$ cat config.mk
export PLATFORM = sky130hd
export DESIGN_NAME = axi_err_responder
export DESIGN_NICKNAME = d
export VERILOG_FILES = /design/src/rtl/axi_err_responder.sv
export SDC_FILE = /design/constraint.sdc
export NUM_CORES = 1
export LEC_CHECK = 0
export ABC_AREA = 1
export CORE_AREA = 2 2 103 105
export DETAILED_ROUTE_END_ITERATION = 10
export DIE_AREA = 0 0 105 107
export HOLD_SLACK_MARGIN = 0.02
export SLEW_MARGIN = 10
export SYNTH_ARGS = -nofsm -noshare
export SYNTH_HDL_FRONTEND = slang
export SYNTH_SLANG_ARGS = --single-unit
$ cat constraint.sdc
create_clock -name clk_i -period 1.5 [get_ports clk_i]
set_input_delay 0.225 -clock clk_i [delete_from_list [all_inputs] [get_ports clk_i]]
set_output_delay 0.225 -clock clk_i [all_outputs]
set_load 0.1 [all_outputs]
$ cat src/rtl/axi_err_responder.sv
// rtl/axi_err_responder.sv - AXI4 terminating subordinate answering every burst with a fixed error
package axi_pkg;
    localparam int unsigned IdW   = 4;
    localparam int unsigned AddrW = 32;
    localparam int unsigned DataW = 64;
    localparam int unsigned UserW = 1;

    localparam logic [1:0] RESP_OKAY   = 2'b00;
    localparam logic [1:0] RESP_EXOKAY = 2'b01;
    localparam logic [1:0] RESP_SLVERR = 2'b10;
    localparam logic [1:0] RESP_DECERR = 2'b11;

    typedef struct packed {
        logic [IdW-1:0]   id;
        logic [AddrW-1:0] addr;
        logic [7:0]       len;
        logic [2:0]       size;
        logic [1:0]       burst;
        logic [5:0]       atop;
    } aw_chan_t;

    typedef struct packed {
        logic [DataW-1:0]   data;
        logic [DataW/8-1:0] strb;
        logic               last;
        logic [UserW-1:0]   user;
    } w_chan_t;

    typedef struct packed {
        logic [IdW-1:0]   id;
        logic [1:0]       resp;
        logic [UserW-1:0] user;
    } b_chan_t;

    typedef struct packed {
        logic [IdW-1:0]   id;
        logic [AddrW-1:0] addr;
        logic [7:0]       len;
        logic [2:0]       size;
        logic [1:0]       burst;
    } ar_chan_t;

    typedef struct packed {
        logic [IdW-1:0]   id;
        logic [DataW-1:0] data;
        logic [1:0]       resp;
        logic             last;
        logic [UserW-1:0] user;
    } r_chan_t;

    typedef struct packed {
        aw_chan_t aw;
        logic     aw_valid;
        w_chan_t  w;
        logic     w_valid;
        logic     b_ready;
        ar_chan_t ar;
        logic     ar_valid;
        logic     r_ready;
    } req_t;

    typedef struct packed {
        logic    aw_ready;
        logic    ar_ready;
        logic    w_ready;
        logic    b_valid;
        b_chan_t b;
        logic    r_valid;
        r_chan_t r;
    } resp_t;
endpackage

module axi_err_responder #(
    parameter logic [1:0] Resp     = axi_pkg::RESP_DECERR,
    parameter type        data_t   = logic [axi_pkg::DataW-1:0],
    parameter data_t      RespData = data_t'(64'hCA11AB1EBADCAB1E),
    parameter type        b_chan_t = axi_pkg::b_chan_t,
    parameter type        r_chan_t = axi_pkg::r_chan_t,
    parameter type        req_t    = axi_pkg::req_t,
    parameter type        resp_t   = axi_pkg::resp_t
) (
    input  logic  clk_i,
    input  logic  rst_ni,
    input  req_t  slv_req_i,
    output resp_t slv_resp_o
);

    typedef enum logic [1:0] {W_IDLE, W_DATA, W_RESP} w_state_e;
    typedef enum logic       {R_IDLE, R_DATA}         r_state_e;

    w_state_e w_state_q, w_state_d;
    r_state_e r_state_q, r_state_d;
    b_chan_t  b_q, b_d;
    r_chan_t  r_q, r_d;
    logic [7:0] cnt_q, cnt_d;

    // Address, strobe, write data and burst attributes are deliberately ignored.
    logic unused_req;
    assign unused_req = ^slv_req_i;

    always_comb begin
        w_state_d = w_state_q;
        b_d       = b_q;
        case (w_state_q)
            W_IDLE: begin
                if (slv_req_i.aw_valid) begin
                    b_d       = '0;
                    b_d.id    = slv_req_i.aw.id;
                    w_state_d = W_DATA;
                end
            end
            W_DATA: begin
                if (slv_req_i.w_valid && slv_req_i.w.last) begin
                    w_state_d = W_RESP;
                end
            end
            W_RESP: begin
                if (slv_req_i.b_ready) begin
                    w_state_d = W_IDLE;
                end
            end
            default: w_state_d = W_IDLE;
        endcase
    end

    always_comb begin
        r_state_d = r_state_q;
        r_d       = r_q;
        cnt_d     = cnt_q;
        case (r_state_q)
            R_IDLE: begin
                if (slv_req_i.ar_valid) begin
                    r_d       = '0;
                    r_d.id    = slv_req_i.ar.id;
                    cnt_d     = slv_req_i.ar.len;
                    r_state_d = R_DATA;
                end
            end
            R_DATA: begin
                if (slv_req_i.r_ready) begin
                    if (cnt_q == 8'd0) begin
                        r_state_d = R_IDLE;
                    end else begin
                        cnt_d = cnt_q - 8'd1;
                    end
                end
            end
            default: r_state_d = R_IDLE;
        endcase
    end

    // Handshake signals come from state only, so no input reaches an output combinationally.
    always_comb begin
        slv_resp_o          = '0;
        slv_resp_o.aw_ready = (w_state_q == W_IDLE);
        slv_resp_o.w_ready  = (w_state_q == W_DATA);
        slv_resp_o.b_valid  = (w_state_q == W_RESP);
        slv_resp_o.b        = b_q;
        slv_resp_o.b.resp   = Resp;
        slv_resp_o.b.user   = '0;
        slv_resp_o.ar_ready = (r_state_q == R_IDLE);
        slv_resp_o.r_valid  = (r_state_q == R_DATA);
        slv_resp_o.r        = r_q;
        slv_resp_o.r.data   = RespData;
        slv_resp_o.r.resp   = Resp;
        slv_resp_o.r.last   = (r_state_q == R_DATA) && (cnt_q == 8'd0);
        slv_resp_o.r.user   = '0;
    end

    always_ff @(posedge clk_i or negedge rst_ni) begin
        if (!rst_ni) begin
            w_state_q <= W_IDLE;
            r_state_q <= R_IDLE;
            b_q       <= '0;
            r_q       <= '0;
            cnt_q     <= '0;
        end else begin
            w_state_q <= w_state_d;
            r_state_q <= r_state_d;
            b_q       <= b_d;
            r_q       <= r_d;
            cnt_q     <= cnt_d;
        end
    end

endmodule

==> results.cfg <==
[outcome]
outcome = finished with violations
failing_checks = setup timing

[route]
vias = 1180
detail-route-antenna-nets = 0
detailed_route_drc_error_count = 0
drt_first_iter_violations = 26
detail_route.wl_per_cell_um = 8.09
viasPerCell = 3.04
postRouteWirelength_um = 3140
drt_pass1_iterations = 4

[layout]
fillCellCount = 1138
n_antenna_cell = 0
final_core_utilization_pct = 21.7
post_route_cells_drive_above_1_share_pct = 25.0
area_of_the_multi_input_gates_um2 = 823
layout.area.seq_um2 = 475
fin_area_mm2 = 0.00219
syn2layout_area_growth_pct = 40.5
nets = 440

[setup_path]
setup.worst_path.start_class = register
most_common_cell_on_crit_path = nand2_2
cp_cell_sequence = inv_2 > ha_4 > nand2_2 > nor2_2 > nand2_2 > clkinvlp_4 > buf_12
endpoint_kind = output pin
worst-path-max-fanout = 2
cp.arrival_ns = 1.37
worst_path_largest_cell_delay_ns = 0.40
criticalPathCategory = register to output pin
crit_path_top_delay_cell = dfrtp_1
crit_required_ns = 1.27

[grt]
globalRouteMet1Util_pct = 5.93
grt_pass1_vias = 1055
antenna_found_initial = 0
globalRouteMet2Util_pct = 9.23
grt_use_total_pct = 5.01
maximum_number_of_pins_on_one_net_before_global_route_repair = 20
grt.overflow.total = 0
grt_busiest_layer = met2
wire_length_of_the_first_global_routing_pass_um = 4720
groute.layer.met3.usage_pct = 1.28

[die]
core.rowCount = 37
die_footprint_mm2 = 0.0112
floorplan.die.height_um = 107
io_pins = 269
initial_core_util_pct = 15.5
floorplan.core_area_mm2 = 0.0101
die_w_um = 105

[clocking]
htree_levels = 1
cts_num_sinks = 19
cts_made_buffers = 3
ctsHoldBuffers = 0
clk_pin_slew_worst_paths_ns = 0.08
cts_tree = yes
worst_skew_pair.late_latency_ns = 0.26
cts_root_buffer = clkbuf_8
max-clock-path-buffers = 2

[synthesis]
async_reset_ff_share_pct = 100
synth.area.top_cells = buf_4 (34%), dfrtp_1 (30%), nand2_1 (11%)
synth_common_cells = buf_4 (71), nand2_1 (44), dfrtp_1 (19)
dominantRegCellSynth = dfrtp_1
synthDominantCellAreaShare_pct = 34.1
synth_enable_flop_cells = 0
synthesis.area_per_instance_um2 = 7.77
synthDominantAreaCellType = buf_4
synth_cells = 201
number_of_library_cell_types_mapped_by_synthesis = 23
synthesis.area_mm2 = 0.00156
synth-seq-area-share_pct = 30.4
yosys_warnings = 0
synth.most_common_cell = buf_4
ys_seq_elements = 19

[worst_hold_path]
holdCritPathClass = input port to asynchronous set/reset pin

[timing]
total_negative_setup_slacks_ns = -0.0982
finalHoldWorstSlack_ns = 0.296
post-route-min-period_ns = 1.60
setup_violations = 1
timing.final.hold_violations = 0
timing_max_transition_violations_final = 0
setup_ws_ns = -0.0982
fmax_mhz = 626
final.setup_skew_ns = 0.00545
final.period_utilization_pct = 107
rsz0062_at_grt = true

[power]
leakagePower_nw = 1.08
powerDensity_mw_per_mm2 = 2440
worst_ir_drop_vdd_mv = 1.44

[placed_design]
io_buffer_count = 37
dp.final_hpwl_um = 2480
gp_routability_congestion = 0.775
place_area_mm2 = 0.00204

[run]
drv_cap = 0
## state kept, by name, indices dropped and copies added (netlist names)
register and count:
cnt_q 8, r_state_q 1, slv_resp_o 8, w_state_q 2
## routing by layer
metal  part of all wire [%]  vias to the layer above
li1                       -                      589
met1                     40                      523
met2                     51                       68
met3                    9.0                        0
met4                      0                        0
met5                      0                        -
## worst max-delay path: cells and delay by family (launching register included)
| family | cells | cell delay, ns |
|---|---|---|
| adders and majority gates | 1 | 0.13 |
| buffers and inverters | 3 | 0.34 |
| DFF | 1 | 0.40 |
| and+or+nand+nor | 3 | 0.24 |
## per-stage QoR
stage / std cells / total power, W / setup slack (ns)
global placement: 377 / 0.00471 / 0.00307
global route: 388 / 0.00563 / -0.174
detailed placement: 377 / 0.00475 / 0.0158
floorplan: 269 / 0.00381 / -0.0441
finish: 388 / 0.00536 / -0.0982
CTS: 385 / 0.00523 / -0.101
## kinds of logic (layout without fill, tap and decap cells)
| family | Yosys count | in the layout | synth area share [%] |
|---|---|---|---|
| multiplexers | 8 | 8 | 5.77 |
| AO/OA/AOI/OAI | 10 | 10 | 3.37 |
| other | 2 | 70 | 0.481 |
| buffers and inverters | 87 | 69 | 38.5 |
| flip-flops | 19 | 19 | 30.4 |
| AND/OR/NAND/NOR | 73 | 74 | 19.9 |
| adder cells (fa/ha/maj) | 2 | 2 | 1.60 |
## worst paths after layout
kind                                 startpoint                          to  slack [ns]  cells after the start
setup / recovery           cnt_q[1]$_DFFE_PN0P_               slv_resp_o[1]        -0.1                      7
hold / removal                           rst_ni  slv_resp_o[71]$_DFFE_PN0P_        0.30                      2
setup reg to reg           cnt_q[1]$_DFFE_PN0P_        cnt_q[2]$_DFFE_PN0P_        0.08                     10
hold reg to reg            cnt_q[5]$_DFFE_PN0P_        cnt_q[5]$_DFFE_PN0P_        0.51                      2
max in group asynchronous                rst_ni    w_state_q[1]$_DFFE_PN0P_        0.99                      2
min in group clk_i         cnt_q[5]$_DFFE_PN0P_        cnt_q[5]$_DFFE_PN0P_        0.51                      2
## layout make-up
type                       count  share of cell area [%]
clock buffer                   3                    1.88
clock inverter                 1                   0.228
inverter                      14                    2.57
multi-input combinational    164                    37.5
sequential                    19                    21.7
tap                          136                    7.75
timing repair buffer          51                    28.4
## layout by cell type, fill, tap and decap left out, drive strengths merged
master         instances
conb                  70
nand2                 46
buf                   28
clkdlybuf4s50         23
dfrtp                 19
inv                   13
nor2                  13
nand3                 11
mux2                   8
o21ai                  7
clkbuf                 3
a21oi                  2
ha                     2
or2                    2
clkinvlp               1
nand4                  1
nor3                   1
o31ai                  1
clkinv                 1
## power breakdown
group | total (W) | internal [W] | leakage (nW) | switching, W
Clock | 0.000371 | 0.000185 | 0.0255 | 0.000186
Sequential | 0.000994 | 0.000750 | 0.231 | 0.000244
Combinational | 0.00400 | 0.00126 | 0.823 | 0.00274
## timing repair
item	in CTS	in global routing
setup buffers	4	2
cloned	0	1
endpoints found under the setup margin	1	8
pin swaps	2	2
resized for setup	3	12
Note: power is estimated with default switching activity, not from simulation.
